**src/rtl/regfile_2r1w.sv**
```systemverilog
// regfile_2r1w: DEPTH x DATA_WIDTH register file with one write port and
// two independent registered read ports; same-edge writes bypass to reads.
module regfile_2r1w #(
    parameter int DATA_WIDTH = 8,
    parameter int DEPTH      = 8,
    parameter int ZERO_REG   = 0,
    localparam int ADDR_WIDTH = $clog2(DEPTH)
) (
    input  logic                  clk,
    input  logic                  reset_n,
    input  logic                  wr_en,
    input  logic [ADDR_WIDTH-1:0] wr_addr,
    input  logic [DATA_WIDTH-1:0] wr_data,
    output logic                  wr_err,
    input  logic                  rd1_en,
    input  logic [ADDR_WIDTH-1:0] rd1_addr,
    output logic [DATA_WIDTH-1:0] rd1_data,
    output logic                  rd1_valid,
    output logic                  rd1_err,
    input  logic                  rd2_en,
    input  logic [ADDR_WIDTH-1:0] rd2_addr,
    output logic [DATA_WIDTH-1:0] rd2_data,
    output logic                  rd2_valid,
    output logic                  rd2_err
);

    if (DATA_WIDTH < 8 || DATA_WIDTH > 32) begin : g_bad_width
        $error("regfile_2r1w: DATA_WIDTH must be 8..32");
    end
    if (DEPTH < 2 || DEPTH > 32) begin : g_bad_depth
        $error("regfile_2r1w: DEPTH must be 2..32");
    end

    logic [DATA_WIDTH-1:0] mem_q [DEPTH];
    logic [DATA_WIDTH-1:0] mem_d [DEPTH];
    logic [DATA_WIDTH-1:0] rd1_data_q, rd1_data_d;
    logic [DATA_WIDTH-1:0] rd2_data_q, rd2_data_d;
    logic                  rd1_valid_q, rd1_valid_d;
    logic                  rd2_valid_q, rd2_valid_d;
    logic                  rd1_err_q, rd1_err_d;
    logic                  rd2_err_q, rd2_err_d;
    logic                  wr_err_q, wr_err_d;
    logic                  wr_ok;

    function automatic logic in_range(input logic [ADDR_WIDTH-1:0] a);
        return 32'(a) < 32'(DEPTH);
    endfunction

    function automatic logic is_zero_reg(input logic [ADDR_WIDTH-1:0] a);
        return (ZERO_REG != 0) && (a == '0);
    endfunction

    // Value a read port captures: out-of-range and hardwired zero give 0,
    // a landing write wins over the stored entry.
    function automatic logic [DATA_WIDTH-1:0] rd_value(
        input logic [ADDR_WIDTH-1:0] a
    );
        if (!in_range(a) || is_zero_reg(a)) begin
            return '0;
        end else if (wr_ok && wr_addr == a) begin
            return wr_data;
        end else begin
            return mem_q[a];
        end
    endfunction

    // Next state of storage, read ports and write error.
    always_comb begin
        wr_ok = wr_en && in_range(wr_addr) && !is_zero_reg(wr_addr);
        mem_d = mem_q;
        if (wr_ok) begin
            mem_d[wr_addr] = wr_data;
        end
        wr_err_d = wr_en && !in_range(wr_addr);

        rd1_valid_d = rd1_en;
        rd1_err_d   = rd1_en && !in_range(rd1_addr);
        rd1_data_d  = rd1_en ? rd_value(rd1_addr) : rd1_data_q;

        rd2_valid_d = rd2_en;
        rd2_err_d   = rd2_en && !in_range(rd2_addr);
        rd2_data_d  = rd2_en ? rd_value(rd2_addr) : rd2_data_q;
    end

    // State registers with asynchronous clear.
    always_ff @(posedge clk or negedge reset_n) begin
        if (!reset_n) begin
            for (int i = 0; i < DEPTH; i++) begin
                mem_q[i] <= '0;
            end
            rd1_data_q  <= '0;
            rd2_data_q  <= '0;
            rd1_valid_q <= 1'b0;
            rd2_valid_q <= 1'b0;
            rd1_err_q   <= 1'b0;
            rd2_err_q   <= 1'b0;
            wr_err_q    <= 1'b0;
        end else begin
            mem_q       <= mem_d;
            rd1_data_q  <= rd1_data_d;
            rd2_data_q  <= rd2_data_d;
            rd1_valid_q <= rd1_valid_d;
            rd2_valid_q <= rd2_valid_d;
            rd1_err_q   <= rd1_err_d;
            rd2_err_q   <= rd2_err_d;
            wr_err_q    <= wr_err_d;
        end
    end

    assign rd1_data  = rd1_data_q;
    assign rd2_data  = rd2_data_q;
    assign rd1_valid = rd1_valid_q;
    assign rd2_valid = rd2_valid_q;
    assign rd1_err   = rd1_err_q;
    assign rd2_err   = rd2_err_q;
    assign wr_err    = wr_err_q;

endmodule

```
**config.mk**
```make
export PLATFORM = sky130hd
export DESIGN_NAME = regfile_2r1w
export DESIGN_NICKNAME = d
export VERILOG_FILES = /design/src/rtl/regfile_2r1w.sv
export SDC_FILE = /design/constraint.sdc
export NUM_CORES = 1
export LEC_CHECK = 0
export CAP_MARGIN = 20
export CORE_MARGIN = 5
export CORE_UTILIZATION = 35
export DETAILED_ROUTE_END_ITERATION = 10
export GPL_TIMING_DRIVEN = 0
export SLEW_MARGIN = 20
export SYNTH_ARGS = -nofsm -noshare
export SYNTH_HDL_FRONTEND = slang
export SYNTH_SLANG_ARGS = --single-unit
```
**constraint.sdc**
```tcl
create_clock -name clk -period 2 [get_ports clk]
set_input_delay 0.4 -clock clk [delete_from_list [all_inputs] [get_ports clk]]
set_output_delay 0.4 -clock clk [all_outputs]
set_load 0.05 [all_outputs]
```
==> flow_summary.json, run 1 <==
{
  "outcome": "complete, no violations",
  "clkSlewWorstSetupHoldPaths_ns": 0.06,
  "final_cell_mix": "dfrtp_1 (82), nand2_1 (31), o21ai_0 (28)",
  "fp.dieW_um": 121,
  "start_util_pct": 35.8,
  "cts_buffers": 9,
  "cts.sinks": 82,
  "timing.hold.ws_ns": 0.486,
  "gp_congestion": 0.810,
  "n_fill_cell": 1106,
  "sw_frac_of_total_pct": 30.8,
  "grt_pass1_wl_um": 17400,
  "min_period_ns": 1.95,
  "post_dp_cell_area_um2": 4810,
  "hold_violations": 0,
  "worst_pin_slew_ns": 1.12,
  "worstPathArrival_ns": 2.16,
  "htree_levels": 3,
  "drc_errors": 0,
  "crit_fanout": 8,
  "synth-simple-area-share_pct": 7.21,
  "synth-compound-area-share_pct": 7.27,
  "synth.area.top_cells": "dfrtp_1 (48%), mux4_2 (9.4%), mux4_1 (8.6%)",
  "rsz0062_at_grt": "no",
  "fin_skew_ns": 0.00677,
  "track_usage_pct": 15.8,
  "worstPathRequired_ns": 2.22,
  "finalSetupViolCount": 0,
  "ys_seq_area_share_pct": 47.7,
  "cts_tree": "yes",
  "root_buffer": "clkbuf_16",
  "leakagePower_nw": 2.17,
  "synthMuxAreaShare_pct": 31.3,
  "area_growth_pct": 18.4,
  "start_kind": "input port",
  "antenna_cells": 0,
  "insertion_delay_ns": 0.33,
  "yosysWarnings": 0,
  "synth_top_family_by_area": "multiplexers",
  "min_path_type": "in2reg",
  "ios": 43,
  "dr_total_vias": 2821,
  "p_per_area_nw_per_um2": 1020,
  "final_cell_area_um2": 5090,
  "antenna_found_initial": 0,
  "grt_max_degree": 59,
  "critical_path_class": "in2reg",
  "synth_top_area_cell": "dfrtp_1",
  "dpl.hpwl_um": 7300,
  "maxCapViolCount": 0,
  "io_buffers": 28,
  "via_per_inst": 5.59,
  "grt_pass1_vias": 2960,
  "synth_top_area_share_pct": 47.7,
  "seq_power_share_pct": 43.3,
  "post-place-ws_ns": -0.594,
  "pwr-share-clk_pct": 30.2,
  "layout.nets": 376,
  "drive_gt1_share_pct": 21.8,
  "synth_fa_ha_area_share_pct": 0,
  "fmax_ghz": 0.513,
  "worst_slack_ns": 0.0522,
  "wl_per_cell_um": 21.8,
  "grt-ovfl-total": 0,
  "slew_headroom_pct": 25.2,
  "synth_cell_types": 32,
  "die_y_um": 121,
  "synthCells": 312,
  "irDropWorstVdd_v": 0.000449,
  "dr.first_iter.drc_count": 243,
  "firstDrtPassIters": 4,
  "cts_max_path_buffers": 2,
  "rows": 40,
  "drv_slew": 0,
  "final_common_cell": "dfrtp_1",
  "switchingPower_mw": 1.60,
  "drt_wl_total_um": 11000,
  "synth_seq_cells": 82,
  "synthXorXnorAreaFrac_pct": 1.22,
  "p_comb_share_pct": 26.5,
  "dieArea_um2": 14600,
  "syn_avg_cell_area_um2": 13.8,
  "drtAntennaViolNets": 0,
  "core_area_um2": 12000,
  "finalSetupTns_ns": 0,
  "p_int_mw": 3.58,
  "syn_area_um2": 4300,
  "cp-end-kind": "flip-flop",
  "finalCritPeriodShare_pct": 97.4
}
[critical path, stage by stage]
cell	delay [ns]
clkbuf_1	0.18
nand2b_1	0.30
nor3_2	0.88
mux2_1	0.40
[kinds of logic (layout without fill, tap and decap cells)]
kind of cell | Yosys count | in the layout
multiplexers | 84 | 84
flip-flops | 82 | 82
AND/OR/NAND/NOR | 58 | 58
AO/OA/AOI/OAI | 46 | 46
buffers and inverters | 35 | 79
XOR/XNOR | 6 | 6
other | 1 | 3
[sequential cells by signal, indices dropped and copies added (netlist names)]
signal	cells
rd2_valid	1
mem_q	64
rd1_data	8
rd2_data	8
rd1_valid	1
[area by class of cell]
| type | count | area [µm²] | share of cell area [%] |
|---|---|---|---|
| multi-input cells | 197 | 2040 | 40.1 |
| plain buffers | 25 | 188 | 3.68 |
| clock buffers | 11 | 253 | 4.96 |
| clock inverters | 4 | 27.5 | 0.540 |
| well taps | 147 | 184 | 3.61 |
| flip-flops and latches | 82 | 2050 | 40.3 |
| repair buffers | 30 | 315 | 6.19 |
| inverters | 9 | 33.8 | 0.663 |
[stage by stage]
step	utilization (%)	power [mW]	instances
finish	42.4	5.18	505
global route	42.4	5.43	505
CTS	42.4	5.21	505
detailed placement	40.0	3.64	490
global placement	39.7	3.60	489
floorplan	-	3.19	314
[power groups by stage]
stage                     combinational, mW  sequential [mW]  clock (mW)
after floorplan                       0.732             2.46           0
after global placement                 1.35             2.25           0
after detailed placement               1.38             2.26           0
after CTS                              1.39             2.24        1.58
after global routing                   1.48             2.28        1.67
final                                  1.37             2.24        1.56
[layer usage]
metal,GRT usage [%],share of wire [%],vias to the layer above,wire [µm]
li1,-,-,1263,-
met1,22.0,45,1456,4950
met2,25.0,47,92,5180
met3,3.73,6.9,10,761
met4,3.82,0.98,0,108
met5,0,0,-,0
[path summary, 6_finish.rpt]
check,start,to,slack [ns],depth (start not counted)
worst max-delay path,wr_addr[0],mem_q[60],0.05,4
worst min-delay path,rd2_addr[1],rd2_data[4],0.49,3
worst max register to register,mem_q[14],rd2_data[6],0.35,3
worst min register to register,mem_q[11],mem_q[11],0.51,2
max in group asynchronous,reset_n,mem_q[42],0.88,3
min in group asynchronous,reset_n,rd2_valid,0.52,2
[Yosys cell counts (all sizes together)]
cell and n:
dfrtp 82, mux2 42, mux4 32, nand2 31, o21ai 28, buf 17, a221oi 10, mux2i 10
nor2 10, clkbuf 9, inv 9, a221o 6, xnor2 6, nor2b 5, nand4b 3, a41oi 2
and4b 2, nor3 2, nor3b 2, and2b 1, conb 1, nand2b 1, nand4 1
[what timing repair did]
item	CTS	global route
hold endpoints to repair	24	0
hold buffers	1	0
setup endpoints to repair	8	0
buffers inserted	0	0
resized for setup	1	0
No activity file was read; power rests on OpenSTA's default activity.
==> run 2, diff against run 1 <==
--- a/config.mk
+++ b/config.mk
@@ -6,7 +6,6 @@
 export NUM_CORES = 1
 export LEC_CHECK = 0
 export CAP_MARGIN = 20
-export CORE_MARGIN = 5
 export CORE_UTILIZATION = 35
 export DETAILED_ROUTE_END_ITERATION = 10
 export GPL_TIMING_DRIVEN = 0
==> run 2 against run 1 <==
  * Sequential share of layout area decreased by 0.17 points
  * Global-route usage is 2.9 points higher
  * Sequential cell count did not move
  * Clock skew rose by 0.00081 ns
  * Combinational power is essentially flat
  * Non-clock buffer count shrank 1
  * Die area decreased by 13%
  * Setup slack better by 0.015 ns
  * Hold slack got worse by 0.39 ns
  * Fmax grew 0.80%
  * Largest cell class unchanged
  * Largest power group unchanged
==> flow_summary.json, run 2 (synthesis results as in run 1) <==
{
  "outcome": "complete, no violations",
  "irDropWorstVdd_v": 0.000504,
  "crit_fanout": 2,
  "worstPathArrival_ns": 1.53,
  "area_growth_pct": 18.9,
  "antenna_found_initial": 0,
  "via_per_inst": 5.56,
  "final_common_cell": "dfrtp_1",
  "final_cell_area_um2": 5110,
  "worstPathRequired_ns": 1.60,
  "fin_skew_ns": 0.00758,
  "wl_per_cell_um": 22.0,
  "maxCapViolCount": 0,
  "p_per_area_nw_per_um2": 1050,
  "dpl.hpwl_um": 7210,
  "rows": 40,
  "grt_pass1_vias": 2964,
  "drc_errors": 0,
  "fmax_ghz": 0.518,
  "min_period_ns": 1.93,
  "antenna_cells": 0,
  "drive_gt1_share_pct": 21.6,
  "path_delay_family": "buffers and inverters",
  "leakagePower_nw": 2.19,
  "grt_max_degree": 49,
  "io_buffers": 28,
  "dr_total_vias": 2803,
  "cp-end-kind": "output port",
  "ios": 43,
  "dieArea_um2": 12700,
  "cts_tree": "yes",
  "grt-ovfl-total": 0,
  "drtAntennaViolNets": 0,
  "fp.dieW_um": 113,
  "utilization_pct": 42.6,
  "grt_pass1_wl_um": 17600,
  "start_util_pct": 35.8,
  "cts_buffers": 9,
  "htree_levels": 3,
  "cts_max_path_buffers": 2,
  "post_dp_cell_area_um2": 4790,
  "slowest_stage": "clkdlybuf4s50_1",
  "track_usage_pct": 18.7,
  "largest_register_ffs": 64,
  "timing.hold.ws_ns": 0.0953,
  "critical_path_class": "reg2out",
  "path_cells": "clkdlybuf4s50_1",
  "dr.first_iter.drc_count": 190,
  "final_cells": 504,
  "min_path_type": "in2async",
  "worst_pin_slew_ns": 1.09,
  "cts.sinks": 82,
  "top_register": "mem_q",
  "slew_headroom_pct": 27.1,
  "finalSetupViolCount": 0,
  "finalCritPeriodShare_pct": 96.6,
  "insertion_delay_ns": 0.33,
  "start_kind": "flip-flop",
  "gp_congestion": 0.801,
  "crit_buf_inv": 1,
  "drv_slew": 0,
  "layout.nets": 375,
  "core_area_um2": 12000,
  "clkSlewWorstSetupHoldPaths_ns": 0.06,
  "die_y_um": 113,
  "hold_violations": 0,
  "rsz0062_at_grt": "no",
  "firstDrtPassIters": 4,
  "placedCellCount": 490,
  "final_cell_mix": "dfrtp_1 (82), nand2_1 (31), o21ai_0 (28)",
  "drt_wl_total_um": 11100,
  "critical_path.max_stage_delay_ns": 0.82,
  "root_buffer": "clkbuf_16",
  "n_fill_cell": 1101
}
[run 2: cell types whose count changed in the layout (fill, tap and decap cells not counted)]
cell | previous run | this run
buf_12 | 1 | 2
clkbuf_1 | 5 | 6
clkinv_4 | 0 | 1
dlygate4sd3_1 | 1 | 0
clkbuf_8 | 4 | 3
clkinvlp_4 | 3 | 1
buf_16 | 1 | 0
clkinv_2 | 1 | 0
bufinv_16 | 0 | 2
[run 2: path summary, 6_finish.rpt]
path	start	endpoint	slack, ns	cells past startpoint
max in group asynchronous	reset_n	rd1_data[4]	1.28	2
max reg2reg	mem_q[38]	rd2_data[6]	0.35	3
max	rd1_data[0]	rd1_data[0]	0.07	1
min	reset_n	rd2_valid	0.1	1
min in group clk	rd2_addr[1]	rd2_data[4]	0.49	3
min reg2reg	mem_q[12]	mem_q[12]	0.49	2
[run 2: stage by stage]
stage	setup TNS [ns]	worst slack (ns)	total power [mW]
after detailed placement	-11.11	-0.781	3.64
after global routing	0	0.0107	5.63
after global placement	-205.69	-2.40	3.59
after CTS	0	0.0256	5.43
final	0	0.0677	5.39
after floorplan	0	0.208	3.19
[run 2: power breakdown]
group | switching (mW) | leakage [nW] | total [mW] | internal [mW]
logic | 0.691 | 1.04 | 1.36 | 0.671
registers | 0.241 | 0.999 | 2.25 | 2.01
clock network | 0.654 | 0.152 | 1.78 | 1.12
[run 2: cell type report]
type | count | area, µm² | share of cell area [%]
Clock inverter | 4 | 76.3 | 1.49
Multi-Input combinational cell | 197 | 2040 | 39.9
Timing Repair Buffer | 29 | 298 | 5.82
Inverter | 9 | 33.8 | 0.660
Tap cell | 147 | 184 | 3.60
Sequential cell | 82 | 2050 | 40.1
Clock buffer | 11 | 243 | 4.75
Buffer | 25 | 188 | 3.67
[run 2: routing by layer]
metal / vias up / global-route usage, % / share of wire [%]
met5: - / 0 / 0
met4: 0 / 4.47 / 0.79
met3: 8 / 3.75 / 5.4
li1: 1253 / - / -
met1: 1458 / 25.8 / 46
met2: 84 / 30.5 / 48
[run 2: repair_timing]
item                                   in CTS  in global routing
cloned                                      0                  0
pin swaps                                   0                  0
gates resized for setup                     2                  0
endpoints found under the hold margin       0                  0
hold buffers                                0                  0
buffers inserted                            0                  0
setup endpoints to repair                   8                  7
==> run 3, diff against run 2 <==
--- a/config.mk
+++ b/config.mk
@@ -5,6 +5,7 @@
 export SDC_FILE = /design/constraint.sdc
 export NUM_CORES = 1
 export LEC_CHECK = 0
+export ABC_AREA = 1
 export CAP_MARGIN = 20
 export CORE_UTILIZATION = 35
 export DETAILED_ROUTE_END_ITERATION = 10
==> run 3 against run 2 <==
  * Die area up 8.6%
  * Clock power up 7%
  * Sequential cell count unchanged
  * Global-route usage up 5.3 points
  * Setup slack better by 0.018 ns
  * Combinational power about the same
  * Final cell count up 76%
  * Hold slack worse by 0.068 ns
  * First-iteration DRC count up 130%
  * Clock skew up 0.0017 ns
  * Non-clock buffer count up 15
  * Critical path depth unchanged
==> flow_summary.json, run 3 <==
{
  "outcome": "complete, no violations",
  "slew_headroom_pct": 60.4,
  "worstPathArrival_ns": 1.51,
  "final_cell_mix": "nand2_1 (256), nand3_1 (115), dfrtp_1 (82)",
  "drt_wl_total_um": 15900,
  "grt_max_degree": 45,
  "synth.most_common_cell": "nand2_1",
  "antenna_cells": 0,
  "grt_pass1_vias": 4162,
  "crit_fanout": 2,
  "finalSetupViolCount": 0,
  "min_period_ns": 1.91,
  "critical_path.max_stage_delay_ns": 0.81,
  "gp_congestion": 0.970,
  "rr_worst_depth": 6,
  "root_buffer": "clkbuf_16",
  "critical_path_class": "reg2out",
  "dpl.hpwl_um": 11700,
  "cts.sinks": 82,
  "path_delay_family": "buffers and inverters",
  "cts_buffers": 9,
  "synth_commonest_cells": "nand2_1 (256), nand3_1 (115), dfrtp_1 (82), o21ai_0 (61), inv_1 (49)",
  "final_common_cell": "nand2_1",
  "postCtsSetupBuffers": 0,
  "core_area_um2": 12800,
  "synth_top_flop_cell": "dfrtp_1",
  "start_util_pct": 36.5,
  "finalCritPeriodShare_pct": 95.7,
  "cts_max_path_buffers": 2,
  "via_per_inst": 5.05,
  "synth_cell_types": 23,
  "cts_tree": "yes",
  "start_kind": "flip-flop",
  "crit_buf_inv": 1,
  "cp.depth": 1,
  "path_cells": "clkdlybuf4s50_1",
  "fmax_ghz": 0.522,
  "drv_slew": 0,
  "firstDrtPassIters": 5,
  "top_register": "mem_q",
  "syn_avg_cell_area_um2": 7.06,
  "dr.first_iter.drc_count": 430,
  "drtAntennaViolNets": 0,
  "cp-end-kind": "output port",
  "syn_area_um2": 4680,
  "drive_gt1_share_pct": 11.2,
  "area_growth_pct": 19.7,
  "synth_seq_cells": 82,
  "die_y_um": 118,
  "maxCapViolCount": 0,
  "synth_edf_count": 0,
  "dr_total_vias": 4477,
  "synth_top_area_share_pct": 43.9,
  "worstPathRequired_ns": 1.60,
  "yosysWarnings": 0,
  "largest_register_ffs": 64,
  "clkSlewWorstSetupHoldPaths_ns": 0.06,
  "hold_violations": 0,
  "rsz0062_at_grt": "no",
  "timing.hold.ws_ns": 0.0275,
  "io_buffers": 33,
  "synthCells": 662,
  "track_usage_pct": 24.0,
  "ys_seq_area_share_pct": 43.9,
  "synth.area.top_cells": "dfrtp_1 (44%), nand2_1 (21%), nand3_1 (12%)",
  "antenna_found_initial": 0,
  "worst_pin_slew_ns": 0.593,
  "rr_endpoint": "rd2_data[4]",
  "fin_skew_ns": 0.00930,
  "synth_top_area_cell": "dfrtp_1",
  "leakagePower_nw": 2.77,
  "ys_async_sr_fraction_pct": 100,
  "wl_per_cell_um": 17.9,
  "p_per_area_nw_per_um2": 977,
  "min_path_type": "in2async",
  "cts_resized": 0,
  "ios": 43,
  "slowest_stage": "clkdlybuf4s50_1",
  "htree_levels": 3,
  "rows": 41,
  "r2r-start": "mem_q[52]",
  "drc_errors": 0,
  "irDropWorstVdd_v": 0.000371,
  "grt-ovfl-total": 0,
  "holdBufCountCts": 0,
  "layout.nets": 731,
  "dieArea_um2": 13800,
  "power_mw": 5.47,
  "fp.dieW_um": 118,
  "insertion_delay_ns": 0.35,
  "placedCellCount": 870,
  "grt_pass1_wl_um": 24700,
  "final_cells": 886,
  "finalSetupTns_ns": 0,
  "rrSetupSlack_ns": 0.83
}
## run 3: where the power goes
part           total [mW]  switching (mW)  internal [mW]
Clock                1.91           0.691           1.22
Sequential           2.20           0.239           1.96
Combinational        1.36           0.898          0.464
## run 3: final cells by class
| cell class | count | area (µm²) |
|---|---|---|
| multi-input cells | 486 | 2180 |
| flip-flops and latches | 82 | 2050 |
| clock inverters | 7 | 118 |
| well taps | 172 | 215 |
| repair buffers | 34 | 355 |
| plain buffers | 35 | 224 |
| clock buffers | 9 | 225 |
| fillers | 1350 | 7230 |
| inverters | 61 | 233 |
## run 3: worst max-delay path by stage
stage           startpoint     endpoint
2_1_floorplan  rd1_addr[2]  rd1_data[0]
3_3_place_gp       reset_n    mem_q[19]
3_5_place_dp    wr_addr[0]    mem_q[14]
4_1_cts        rd2_data[1]  rd2_data[1]
5_1_grt        rd2_data[1]  rd2_data[1]
6_report       rd2_data[2]  rd2_data[2]
## run 3: metal layers
layer	track usage [%]	wire length, µm	up-vias
li1	-	-	2192
met1	32.7	7170	2089
met2	38.0	7230	171
met3	4.12	1080	25
met4	9.38	391	0
met5	0	0	-
## run 3: cells by family after synthesis
logic type | share of synthesized area [%]
AND/OR/NAND/NOR | 36.6
buffers and inverters | 9.76
AO/OA/AOI/OAI | 9.68
other | 0.0802
flip-flops | 43.9
## run 3: per-stage QoR
stage	setup WS [ns]	area [µm²]	utilization, %
2_1_floorplan	0.692	4680	-
3_3_place_gp	-2.46	5230	40.8
3_5_place_dp	-0.0882	5260	41.0
4_1_cts	0.0675	5600	43.6
5_1_grt	0.0381	5600	43.6
6_report	0.0853	5600	43.6
